===== src/rtl/icache_sa.sv =====
// rtl/icache_sa.sv - set-associative instruction cache with early-restart line fill
// Ports:
//   clk, rst            : clock, asynchronous active-low reset
//   en                  : global enable, all state holds while low
//   iIF_En, iIF_Pc      : fetch request and word-aligned byte address
//   oIF_Rdy             : request can be accepted this cycle
//   oIF_En, oIF_Ins     : instruction return pulse and word
//   oBP_En, oBP_Ins     : copy of the instruction return for the branch predictor
//   iFlush, iClr        : invalidate everything / cancel the pending fetch
//   oMC_En, oMC_Addr    : line-fill request pulse and line base address
//   iMC_En, iMC_Ins     : fill words, delivered in line order
//   oHitCnt, oMissCnt   : saturating hit / miss counters
module icache_sa #(
   parameter int ADDR_W     = 32,
   parameter int DATA_W     = 32,
   parameter int SETS       = 16,
   parameter int WAYS       = 2,
   parameter int LINE_WORDS = 4
) (
   input  logic              clk,
   input  logic              rst,
   input  logic              en,
   input  logic              iIF_En,
   input  logic [ADDR_W-1:0] iIF_Pc,
   output logic              oIF_Rdy,
   output logic              oIF_En,
   output logic [DATA_W-1:0] oIF_Ins,
   output logic              oBP_En,
   output logic [DATA_W-1:0] oBP_Ins,
   input  logic              iFlush,
   input  logic              iClr,
   output logic              oMC_En,
   output logic [ADDR_W-1:0] oMC_Addr,
   input  logic              iMC_En,
   input  logic [DATA_W-1:0] iMC_Ins,
   output logic [31:0]       oHitCnt,
   output logic [31:0]       oMissCnt
);

   localparam int OFF_W = $clog2(LINE_WORDS);
   localparam int IDX_W = $clog2(SETS);
   localparam int TAG_W = ADDR_W - OFF_W - IDX_W - 2;
   localparam int WAY_W = (WAYS > 1) ? $clog2(WAYS) : 1;

   typedef enum logic [1:0] {IDLE, FILL, DRAIN} state_t;

   state_t state_q, state_d;

   logic [SETS-1:0][WAYS-1:0]  valid_q;
   logic [SETS-1:0][WAY_W-1:0] rr_q;
   logic [TAG_W-1:0]           tag_q  [SETS][WAYS];
   logic [DATA_W-1:0]          data_q [SETS][WAYS][LINE_WORDS];

   // Outstanding fill: where it goes and which word the fetch is waiting on
   logic [IDX_W-1:0] req_idx_q;
   logic [OFF_W-1:0] req_off_q;
   logic [TAG_W-1:0] req_tag_q;
   logic [WAY_W-1:0] vic_q;
   logic [OFF_W-1:0] k_q;
   logic             keep_q;    // cleared by a flush so the aborted line is never validated

   logic [OFF_W-1:0] pc_off;
   logic [IDX_W-1:0] pc_idx;
   logic [TAG_W-1:0] pc_tag;
   logic             unused_pc;

   logic             hit;
   logic [WAY_W-1:0] hit_way;
   logic [WAY_W-1:0] victim;

   logic do_hit, do_miss, mc_word, last_word, deliver, commit;

   assign pc_off    = iIF_Pc[OFF_W+1:2];
   assign pc_idx    = iIF_Pc[OFF_W+IDX_W+1:OFF_W+2];
   assign pc_tag    = iIF_Pc[ADDR_W-1:OFF_W+IDX_W+2];
   assign unused_pc = ^iIF_Pc[1:0];

   assign oIF_Rdy = (state_q == IDLE);
   assign oBP_En  = oIF_En;
   assign oBP_Ins = oIF_Ins;

   // Tag compare and victim choice; descending scans leave the lowest-numbered match
   always_comb begin
      hit     = 1'b0;
      hit_way = '0;
      victim  = rr_q[pc_idx];
      for (int w = WAYS - 1; w >= 0; w--) begin
         if (valid_q[pc_idx][w] && (tag_q[pc_idx][w] == pc_tag)) begin
            hit     = 1'b1;
            hit_way = WAY_W'(w);
         end
         if (!valid_q[pc_idx][w]) begin
            victim = WAY_W'(w);
         end
      end
   end

   always_comb begin
      state_d   = state_q;
      do_hit    = 1'b0;
      do_miss   = 1'b0;
      mc_word   = 1'b0;
      last_word = 1'b0;
      deliver   = 1'b0;
      commit    = 1'b0;
      case (state_q)
         IDLE: begin
            // A request coinciding with flush/clear is dropped outright
            if (iIF_En && !iFlush && !iClr) begin
               if (hit) begin
                  do_hit = 1'b1;
               end else begin
                  do_miss = 1'b1;
                  state_d = FILL;
               end
            end
         end
         FILL, DRAIN: begin
            mc_word   = iMC_En;
            last_word = iMC_En && (k_q == {OFF_W{1'b1}});
            deliver   = (state_q == FILL) && iMC_En && (k_q == req_off_q) && !iFlush && !iClr;
            commit    = last_word && keep_q && !iFlush;
            if (last_word) begin
               state_d = IDLE;
            end else if ((state_q == FILL) && (iFlush || iClr)) begin
               state_d = DRAIN;
            end
         end
         default: state_d = IDLE;
      endcase
   end

   always_ff @(posedge clk or negedge rst) begin
      if (!rst) begin
         state_q   <= IDLE;
         valid_q   <= '0;
         rr_q      <= '0;
         req_idx_q <= '0;
         req_off_q <= '0;
         req_tag_q <= '0;
         vic_q     <= '0;
         k_q       <= '0;
         keep_q    <= 1'b0;
         oIF_En    <= 1'b0;
         oIF_Ins   <= '0;
         oMC_En    <= 1'b0;
         oMC_Addr  <= '0;
         oHitCnt   <= '0;
         oMissCnt  <= '0;
      end else if (en) begin
         state_q <= state_d;
         oIF_En  <= 1'b0;
         oMC_En  <= 1'b0;

         if (do_hit) begin
            oIF_En  <= 1'b1;
            oIF_Ins <= data_q[pc_idx][hit_way][pc_off];
            if (oHitCnt != 32'hFFFF_FFFF) oHitCnt <= oHitCnt + 32'd1;
         end

         if (do_miss) begin
            // Invalidate the victim now so the partially written line cannot hit
            valid_q[pc_idx][victim] <= 1'b0;
            req_idx_q <= pc_idx;
            req_off_q <= pc_off;
            req_tag_q <= pc_tag;
            vic_q     <= victim;
            k_q       <= '0;
            keep_q    <= 1'b1;
            oMC_En    <= 1'b1;
            oMC_Addr  <= {iIF_Pc[ADDR_W-1:OFF_W+2], {(OFF_W+2){1'b0}}};
            if (oMissCnt != 32'hFFFF_FFFF) oMissCnt <= oMissCnt + 32'd1;
         end

         if (mc_word) begin
            k_q <= k_q + OFF_W'(1);
         end

         if (deliver) begin
            oIF_En  <= 1'b1;
            oIF_Ins <= iMC_Ins;
         end

         if (commit) begin
            valid_q[req_idx_q][vic_q] <= 1'b1;
            rr_q[req_idx_q] <= (rr_q[req_idx_q] == WAY_W'(WAYS - 1)) ? '0
                               : rr_q[req_idx_q] + WAY_W'(1);
         end

         if (iFlush) begin
            valid_q <= '0;
            rr_q    <= '0;
            keep_q  <= 1'b0;
         end
      end
   end

   // Line storage carries no reset; validity alone decides what can hit
   always_ff @(posedge clk) begin
      if (en && mc_word) data_q[req_idx_q][vic_q][k_q] <= iMC_Ins;
      if (en && commit)  tag_q[req_idx_q][vic_q]       <= req_tag_q;
   end

endmodule


===== config.mk =====
export PLATFORM = sky130hd
export DESIGN_NAME = icache_sa
export DESIGN_NICKNAME = d
export VERILOG_FILES = /design/src/rtl/icache_sa.sv
export SDC_FILE = /design/constraint.sdc
export NUM_CORES = 2
export LEC_CHECK = 0
export CAP_MARGIN = 25
export CORE_MARGIN = 8
export CORE_UTILIZATION = 24
export DETAILED_ROUTE_END_ITERATION = 12
export PLACE_DENSITY = 0.42
export SYNTH_ARGS = -nofsm -noshare
export SYNTH_HDL_FRONTEND = slang
export SYNTH_MEMORY_MAX_BITS = 65536
export SYNTH_SLANG_ARGS = --single-unit

===== constraint.sdc =====
create_clock -name clk -period 4.2 [get_ports clk]
set_input_delay 0.84 -clock clk [delete_from_list [all_inputs] [get_ports clk]]
set_output_delay 0.84 -clock clk [all_outputs]
set_load 0.05 [all_outputs]

==> flow_summary.ini <==
[outcome]
status = complete, but fails checks
violations = negative setup slack

[placed_design]
gp_congestion = 0.781
hpwlAfterDp_mm = 382
port_buffers = 228
postPlaceCellArea_um2 = 221000

[die]
die_w_um = 919
core_um2 = 813000
rows = 331
initial_utilization = 0.241
die-height_um = 919
die-area_um2 = 845000
io_pins = 235

[clocking]
clock_path_buffers = 4
clk_pin_slew_worst_paths_ps = 60
cts_buffers = 554
clk-insertion-delay-late_ps = 1100
clkSinkCount = 5046
cts_max_level = 6
root_buffer = clkbuf_16
cts_tree = built

[logic_synthesis]
yosysWarnings = 0
synth_area_per_cell_um2 = 23.1
synth_edf_count = 4864
ys_ff_latch = 5046
synthFlopType = edfxtp_1
synth_area_leaders = edfxtp_1 (75%), mux4_2 (17%), dfrtp_1 (2.3%), mux2i_1 (1.3%), nor2_1 (0.51%)
syn_inst = 8457
synth_top_cell_by_area = edfxtp_1
async_flop_share = 0.0361
synth_top_area_share = 0.746
synth-seq-area-share = 0.770
synth_area_um2 = 196000
yosys.cell_types.count = 85

[setup_path]
crit_type = register to register
r2r_start = tag_q[15][45]
critPathArrivalTime_ps = 5500
required_ps = 5130
reg2reg_depth = 15
slowest_stage = nand4_1
path_delay_family = compound AO/OA/AOI/OAI gates
r2r_end = oBP_Ins[24]
reg2reg_slack_ps = -370
worstPathCellList = mux4_2, and3b_1, a311o_1, a2111oi_4, buf_4, a22oi_2, a2111oi_4, nand4_1, buf_4, and2_4, buf_6, buf_12, mux2i_4, a211oi_2, a221o_1
path_buf_inv = 4
cp-end-kind = register
crit_fanout = 4
start_kind = register
cpPeakStageDelay_ps = 850

[sta]
setup_ws_ps = -367
hold_viol = 0
fin_crit_sh = 1.09
fmax_mhz = 219
setup-violations-final = 12
fin_crit_ps = 4570
maxSlewViolCount = 0
final.setup_skew_ps = 122
rsz0062_at_grt = true
finalSetupTns_ps = -3280
tightest_slew_ps = 1200
relSlewSlack = 0.200
whs_ps = 106

[detailed_routing]
drt_iter0_drc = 10700
via_per_inst = 4.60
drtPass1Iterations = 6
routed_wl_mm = 638
vias = 96300
ant_nets = 0
wl_per_cell_um = 30.5
drc = 0

[power_and_ir_drop]
ir_drop_mv = 0.616
powerDensity_nw_per_um2 = 487
total_power_mw = 116
p_leak_nw = 74.6

[worst_hold_path]
hp-start = iMC_Ins[29]
holdPathEnd = data_q[4][61]
hold_path_depth = 1
min_path_type = primary input to register

[layout]
fin_nets = 9726
utilization = 0.294
area_growth_pct = 22.0
final_common_cell = edfxtp_1
drive_gt1_frac = 0.340
fin_area_um2 = 239000
final_cell_mix = edfxtp_1 (4864), mux4_2 (1453), buf_4 (632), clkbuf_16 (564), buf_12 (283)

[grt]
grt_pass1_vias = 101000
gr-total-overflow = 0
grt_pass1_wl_mm = 869
gr-usage-all-layers = 0.146
grt_start_max_net_pins = 116
antenna_found_initial = 65

[flow_run]
max_cap_viol_count = 0
-- worst max-delay path by stage --
stage	start	end	slack (ps)	cells past startpoint
finish	tag_q[15][45]	oBP_Ins[24]	-370	15
global route	tag_q[15][45]	oBP_Ins[24]	-500	15
CTS	tag_q[15][41]	oBP_Ins[5]	-390	15
detailed placement	iIF_Pc[4]	oBP_Ins[24]	-2490	17
global placement	iIF_Pc[4]	oBP_Ins[24]	-2470	18
floorplan	iIF_Pc[5]	oHitCnt[9]	4	17
-- area by class of cell --
type,count,area (µm²)
well taps,10800,13500
multi-input cells,2888,44100
flip-flops and latches,5046,151000
fillers,78700,574000
clock buffers,693,14700
repair buffers,1129,12800
diodes,13,32.5
clock inverters,303,2780
inverters,28,108
-- cells in the mapped netlist, types with 16 or more instances --
| library cell | instances |
|---|---|
| nand2_1 | 143 |
| clkbuf_1 | 162 |
| nor2_1 | 268 |
| inv_1 | 25 |
| mux2_2 | 58 |
| o311ai_0 | 33 |
| buf_1 | 90 |
| nand3_1 | 43 |
| a211oi_1 | 31 |
| o21ai_0 | 17 |
| buf_2 | 169 |
| buf_4 | 59 |
| a221o_1 | 21 |
| mux2i_1 | 249 |
| edfxtp_1 | 4864 |
| buf_6 | 16 |
| a22oi_1 | 44 |
| a21oi_1 | 112 |
| nand2b_1 | 24 |
| mux4_2 | 1453 |
| nor3_1 | 42 |
| xnor2_1 | 81 |
| nand4_1 | 19 |
| xor2_1 | 34 |
| dfrtp_1 | 182 |
| and3_1 | 30 |
-- timing repair --
action / CTS / global route
setup buffers: 4 / 3
resized for setup: 39 / 21
cloned: 0 / 0
hold endpoints to repair: 67 / 0
hold buffers: 2 / 0
setup endpoints to repair: 119 / 16
pin swaps: 20 / 6
-- metrics by stage --
step | cells | setup slack, ps
2_1_floorplan | 8460 | 3.83
3_3_place_gp | 19900 | -2470
3_5_place_dp | 19900 | -2490
4_1_cts | 20900 | -390
5_1_grt | 20900 | -499
6_report | 20900 | -367
-- metal layers --
layer  wire, µm  share of wire  GRT usage
met5        117        0.00018          0
met4      13100          0.021     0.0277
met3      39100          0.061     0.0258
met2     305000           0.48      0.241
met1     280000           0.44      0.202
-- state kept, by name, summed over array words and instances (netlist names) --
name	flops
req_tag_q	24
oBP_Ins	32
req_off_q	2
state_q	2
k_q	2
oBP_En	1
oMC_En	1
req_idx_q	3
data_q	4096
oMissCnt	32
vic_q	1
keep_q	1
tag_q	768
valid_q	32
rr_q	16
oHitCnt	32
oMC_Addr	1
-- report_power, final --
group	switching (mW)	internal (mW)	total, mW	leakage [nW]
Sequential	0.877	56.8	57.6	46.3
Combinational	7.54	3.66	11.2	19.9
Clock	20.6	26.9	47.4	8.48
-- cells by family after synthesis --
kind of cell               Yosys count  share of synthesized area
AOI/OAI and AO/OA                  346                     0.0125
xor gates and xnor gates           117                    0.00531
adders and majority gates            8                   0.000512
buffers and inverters              526                     0.0130
DFF                               5046                      0.770
muxes                             1760                      0.183
other                                1                  0.0000192
and+or+nand+nor                    653                     0.0157
No activity file was read; power rests on OpenSTA's default activity.
